===== src/rtl/mole_spawn_ctrl_pkg.sv =====
// mole_spawn_ctrl_pkg: shared game types, LFSR taps, level codes and spawn position helper
package mole_spawn_ctrl_pkg;
  typedef enum logic [1:0] {IDLE, GAP, SHOW} state_t;
  localparam logic [15:0] LFSR_TAPS = 16'hB400;
  localparam logic [1:0] LVL_EASY = 2'd0;
  localparam logic [1:0] LVL_MED = 2'd1;
  localparam logic [1:0] LVL_HARD = 2'd2;
  function automatic logic [2:0] next_pos(input logic [2:0] r, input logic [2:0] prev);
    logic [2:0] c;
    c = (r > 3'd4) ? r - 3'd5 : r;
    return (c == prev) ? ((c == 3'd4) ? 3'd0 : c + 3'd1) : c;
  endfunction
endpackage


===== src/rtl/lfsr16.sv =====
// lfsr16: free-running 16-bit Fibonacci LFSR, taps 16,14,13,11
module lfsr16
  import mole_spawn_ctrl_pkg::*;
#(
  parameter logic [15:0] SEED = 16'hACE1
) (
  input  logic        clk,
  input  logic        rst_n,
  output logic [15:0] q
);
  always_ff @(posedge clk or negedge rst_n)
    if (!rst_n) q <= SEED;
    else q <= {q[14:0], ^(q & LFSR_TAPS)};
endmodule


===== src/rtl/mole_spawn_ctrl.sv =====
// mole_spawn_ctrl: whack-a-mole spawner with gap, timed show, hit and timeout scoring
module mole_spawn_ctrl
  import mole_spawn_ctrl_pkg::*;
#(
  parameter int unsigned LED_TICKS_EASY = 300_000_000,
  parameter int unsigned LED_TICKS_MED  = 200_000_000,
  parameter int unsigned LED_TICKS_HARD = 100_000_000,
  parameter int unsigned GAP_TICKS      = 50_000_000,
  parameter logic [15:0] LFSR_SEED      = 16'hACE1
) (
  input  logic       clk,
  input  logic       rst_n,
  input  logic       enable,
  input  logic [1:0] level,
  input  logic [4:0] btn_hit_pulse,
  output logic [4:0] mole_led,
  output logic       hit_pulse,
  output logic       timeout_pulse
);
  state_t state, state_n;
  logic [31:0] cnt, cnt_n, limit, limit_n;
  logic [2:0] pos, pos_n;
  logic [4:0] led_n;
  logic hit_n, to_n, hit, last;
  logic [15:0] lfsr;
  logic unused_lfsr;
  lfsr16 #(.SEED(LFSR_SEED)) u_lfsr (.clk(clk), .rst_n(rst_n), .q(lfsr));
  assign unused_lfsr = ^lfsr[15:3];
  assign hit = |(btn_hit_pulse & mole_led);
  assign last = cnt == limit - 32'd1;
  always_ff @(posedge clk or negedge rst_n)
    if (!rst_n) begin
      state <= IDLE;
      cnt <= '0;
      limit <= '0;
      pos <= '0;
      mole_led <= '0;
      hit_pulse <= 1'b0;
      timeout_pulse <= 1'b0;
    end else begin
      state <= state_n;
      cnt <= cnt_n;
      limit <= limit_n;
      pos <= pos_n;
      mole_led <= led_n;
      hit_pulse <= hit_n;
      timeout_pulse <= to_n;
    end
  // SHOW spends its first cycle dark lighting the LED; cnt then counts lit cycles
  always_comb begin
    state_n = state;
    cnt_n = cnt;
    limit_n = limit;
    pos_n = pos;
    led_n = mole_led;
    hit_n = 1'b0;
    to_n = 1'b0;
    if (!enable) begin
      state_n = IDLE;
      cnt_n = '0;
      led_n = '0;
    end else
      case (state)
        IDLE: begin
          state_n = GAP;
          cnt_n = '0;
        end
        GAP:
          if (cnt == GAP_TICKS - 32'd1) begin
            state_n = SHOW;
            cnt_n = '0;
            pos_n = next_pos(lfsr[2:0], pos);
            limit_n = (level == LVL_EASY) ? LED_TICKS_EASY : (level == LVL_MED) ? LED_TICKS_MED : LED_TICKS_HARD;
          end else cnt_n = cnt + 32'd1;
        SHOW:
          if (mole_led == '0) led_n = 5'b1 << pos;
          else if (hit || last) begin
            state_n = GAP;
            cnt_n = '0;
            led_n = '0;
            hit_n = hit;
            to_n = !hit;
          end else cnt_n = cnt + 32'd1;
        default: state_n = IDLE;
      endcase
  end
endmodule


===== config.mk =====
export PLATFORM = sky130hd
export DESIGN_NAME = mole_spawn_ctrl
export DESIGN_NICKNAME = d
export VERILOG_FILES = /design/src/rtl/mole_spawn_ctrl_pkg.sv /design/src/rtl/lfsr16.sv /design/src/rtl/mole_spawn_ctrl.sv
export SDC_FILE = /design/constraint.sdc
export NUM_CORES = 1
export LEC_CHECK = 0
export ABC_AREA = 0
export BUFFER_PORTS_ARGS = -buffer_cell sky130_fd_sc_hd__buf_4
export CORE_MARGIN = 1
export CORE_UTILIZATION = 51
export DETAILED_ROUTE_END_ITERATION = 10
export MAX_ROUTING_LAYER = met4
export PLACE_DENSITY = 0.75
export SLEW_MARGIN = 20
export SYNTH_ARGS = -nofsm -noshare
export SYNTH_HDL_FRONTEND = slang
export SYNTH_SLANG_ARGS = --single-unit

===== constraint.sdc =====
create_clock -name clk -period 2.8 [get_ports clk]
set_input_delay 0.56 -clock clk [delete_from_list [all_inputs] [get_ports clk]]
set_output_delay 0.56 -clock clk [all_outputs]
set_load 0.05 [all_outputs]

==> impl_metrics.ini <==
[route]
dr.pass1.iters = 5
drt_iter0_drc = 343
dr_total_vias = 3853
drt-total-wl_um = 11300
ant_nets = 0
via_per_inst = 6.22
post-route-drc-count = 0
wl_per_cell_um = 18.2

[setup_path]
required_ns = 3.07
cp.arrival_ns = 3.10
cp_max_fo = 7
criticalPathCategory = register to register
end_kind = register
cp-start-kind = register

[synthesis]
synth_nets = 501
synthArstFlopShare_pct = 100
synthesis.area_mm2 = 0.00424
ys_ff_latch = 67
synthDistinctLibCells = 61
synthAdderAreaFrac_pct = 3.83
synth_most_common_cell = nand2_1
ys_seq_area_share_pct = 39.7
synth_mux_area_share_pct = 2.18
yosys.area.top_type = dfrtp_1
syn_inst = 478
synth_top_family_by_area = simple AND/OR/NAND/NOR gates
synthSimpleGateAreaFrac_pct = 27.2
yosysTopAreaCellShare_pct = 34.8
synth-edff-count = 0
synth-xor-area-share_pct = 4.13
avgSynthCellArea_um2 = 8.88
netlist_top_cells_area = dfrtp_1 (35%), nand2_1 (5.7%), dfstp_2 (5.0%), ha_1 (3.8%), o211ai_1 (3.2%)
synthTopCellsByCount = nand2_1 (65), dfrtp_1 (59), nor2_1 (27)
synth_compound_gate_area_share_pct = 17.6
yosys_most_used_dff = dfrtp_1
yosys_warnings = 0

[clock_network]
worstSkewPairLatency_ns = 0.35
ctsHoldBuffers = 0
cts.clk_slew.worst_paths_ns = 0.08
cts_num_sinks = 67
cts_root_buf = clkbuf_8
h-tree-depth = 3
cts_tree = built
ctsLongestPathBuffers = 2
numCtsBuffers = 9

[sta]
min_period_over_period_pct = 101
rsz0062_at_grt = true
min_period_ns = 2.83
setup_ws_ns = -0.0290
hold_ws_ns = 0.319
fmax_mhz = 353
worst_pin_slew_ns = 0.845
hold_violations = 0
maxSlewHeadroom_pct = 43.7
drv_slew = 0
finClkSkew_ns = 0.00862
setup_violations = 6

[floorplan]
core_area_mm2 = 0.00789
placementRows = 32
die_w_um = 93.2
dieArea_mm2 = 0.00869
io_pins = 17
fp.dieH_um = 93.2
start_util_pct = 53.8

[global_route]
grt_pass1_vias = 3554
grt_remaining_overflow = 0
track_usage_pct = 27.3
top_usage_layer = met2
grtUsageMet3_pct = 4.55
gr-usage-met1_pct = 35.5
grt_pass1_wl_um = 17800
grt_max_degree = 68
use_met2_pct = 43.0
antenna_found_initial = 0

[status]
violations = negative setup slack
status = finished with violations

[final_layout]
drive_gt1_share_pct = 23.2
final_area_mm2 = 0.00513
syn_to_final_growth_pct = 20.8
instances_no_fill = 619
fin_nets = 535
diodes = 0

[placement]
dp.cells = 592
dpl_cell_area_mm2 = 0.00460
dpl_worst_slack_ns = -0.0816
dp_hpwl_um = 7150
gp_congestion = 0.910
port_buffers = 16

[job]
maxCapViolCount = 0

[power]
pwr-share-seq_pct = 36.0
vdd_drop_max_mv = 0.316
power.switching_mw = 0.971
p_leak_nw = 2.15
clkPwrFrac_pct = 33.4
p_comb_share_pct = 30.6
switching_share_pct = 34.6
p_int_mw = 1.84
p_per_area_mw_per_mm2 = 548

[min_path]
hold_class = input port to asynchronous set/reset pin
worst max-delay path, cell delays in order (launching register included):
cell	delay (ns)
dfrtp_1	0.41
inv_2	0.10
ha_4	0.14
or4b_4	0.49
or4_4	0.43
o211ai_2	0.11
nor4_4	0.07
a311oi_4	0.33
buf_12	0.19
o21ai_4	0.09
buf_2	0.21
o211ai_1	0.18
layout by cell type, fill, tap and decap left out, drive strengths merged, types with 15 or more instances in the layout:
cell type	synthesis	layout
and3	19	19
inv	17	18
o21ai	29	29
nand2	65	65
dfrtp	59	59
nor2	28	28
buf	9	56
nand3	22	22
o211ai	19	19
or3	15	15
sequential cells by signal, summed over array words and instances, names as in the netlist:
register	cells
u_lfsr.q	16
cnt	32
timeout_pulse	1
pos	3
hit_pulse	1
limit	7
mole_led	5
state	2
power by group through the flow:
stage	Clock (mW)	Sequential, mW	Combinational [mW]
after floorplan	0	1.04	0.428
after global placement	0	1.03	0.696
after detailed placement	0	1.03	0.704
after CTS	0.951	1.01	0.817
after global routing	0.979	1.02	0.915
final	0.937	1.01	0.860
metal layers:
metal  part of all wire [%]  wire, um
met2                     47      5320
met5                      0         0
met1                     44      4930
met3                    6.2       703
met4                    2.9       323
through the flow:
step / util (%) / setup TNS, ns / power (mW)
final: 65.0 / -0.0719 / 2.81
after detailed placement: 58.3 / -0.997 / 1.73
after CTS: 63.5 / -0.0444 / 2.78
after global placement: 58.3 / -0.00416 / 1.72
after floorplan: - / 0 / 1.47
after global routing: 65.0 / -2.30 / 2.91
path summary, 6_finish.rpt:
| kind | from | endpoint | slack [ns] | cells after the start |
|---|---|---|---|---|
| worst max-delay path | limit[13] | cnt[10] | -0.03 | 11 |
| worst min-delay path | rst_n | u_lfsr.q[8] | 0.32 | 1 |
| worst max register to register | limit[13] | cnt[10] | -0.03 | 11 |
| worst min register to register | u_lfsr.q[3] | u_lfsr.q[4] | 0.35 | 0 |
| max in group asynchronous | rst_n | cnt[16] | 1.95 | 1 |
| min in group clk | u_lfsr.q[3] | u_lfsr.q[4] | 0.35 | 0 |
what timing repair did:
| action | 4_1_cts | 5_1_grt |
|---|---|---|
| setup endpoints to repair | 25 | 39 |
| buffers inserted | 7 | 1 |
| gates cloned | 2 | 1 |
| pin swaps | 7 | 18 |
| resized for setup | 15 | 23 |
cell type report:
| class | instances | area [um^2] |
|---|---|---|
| clock buffers | 11 | 141 |
| clock inverters | 5 | 85.1 |
| fillers | 632 | 2760 |
| inverters | 17 | 63.8 |
| multi-input cells | 360 | 2500 |
| flip-flops and latches | 67 | 1690 |
| well taps | 102 | 128 |
| repair buffers | 57 | 519 |
cell families (layout without fill, tap and decap cells):
| family | after synthesis | after routing |
|---|---|---|
| buffers and inverters | 51 | 90 |
| multiplexers | 9 | 9 |
| adder cells (fa/ha/maj) | 13 | 13 |
| AO/OA/AOI/OAI | 103 | 103 |
| AND/OR/NAND/NOR | 215 | 215 |
| XOR/XNOR | 20 | 20 |
| flip-flops | 67 | 67 |
No activity file was read; power rests on OpenSTA's default activity.
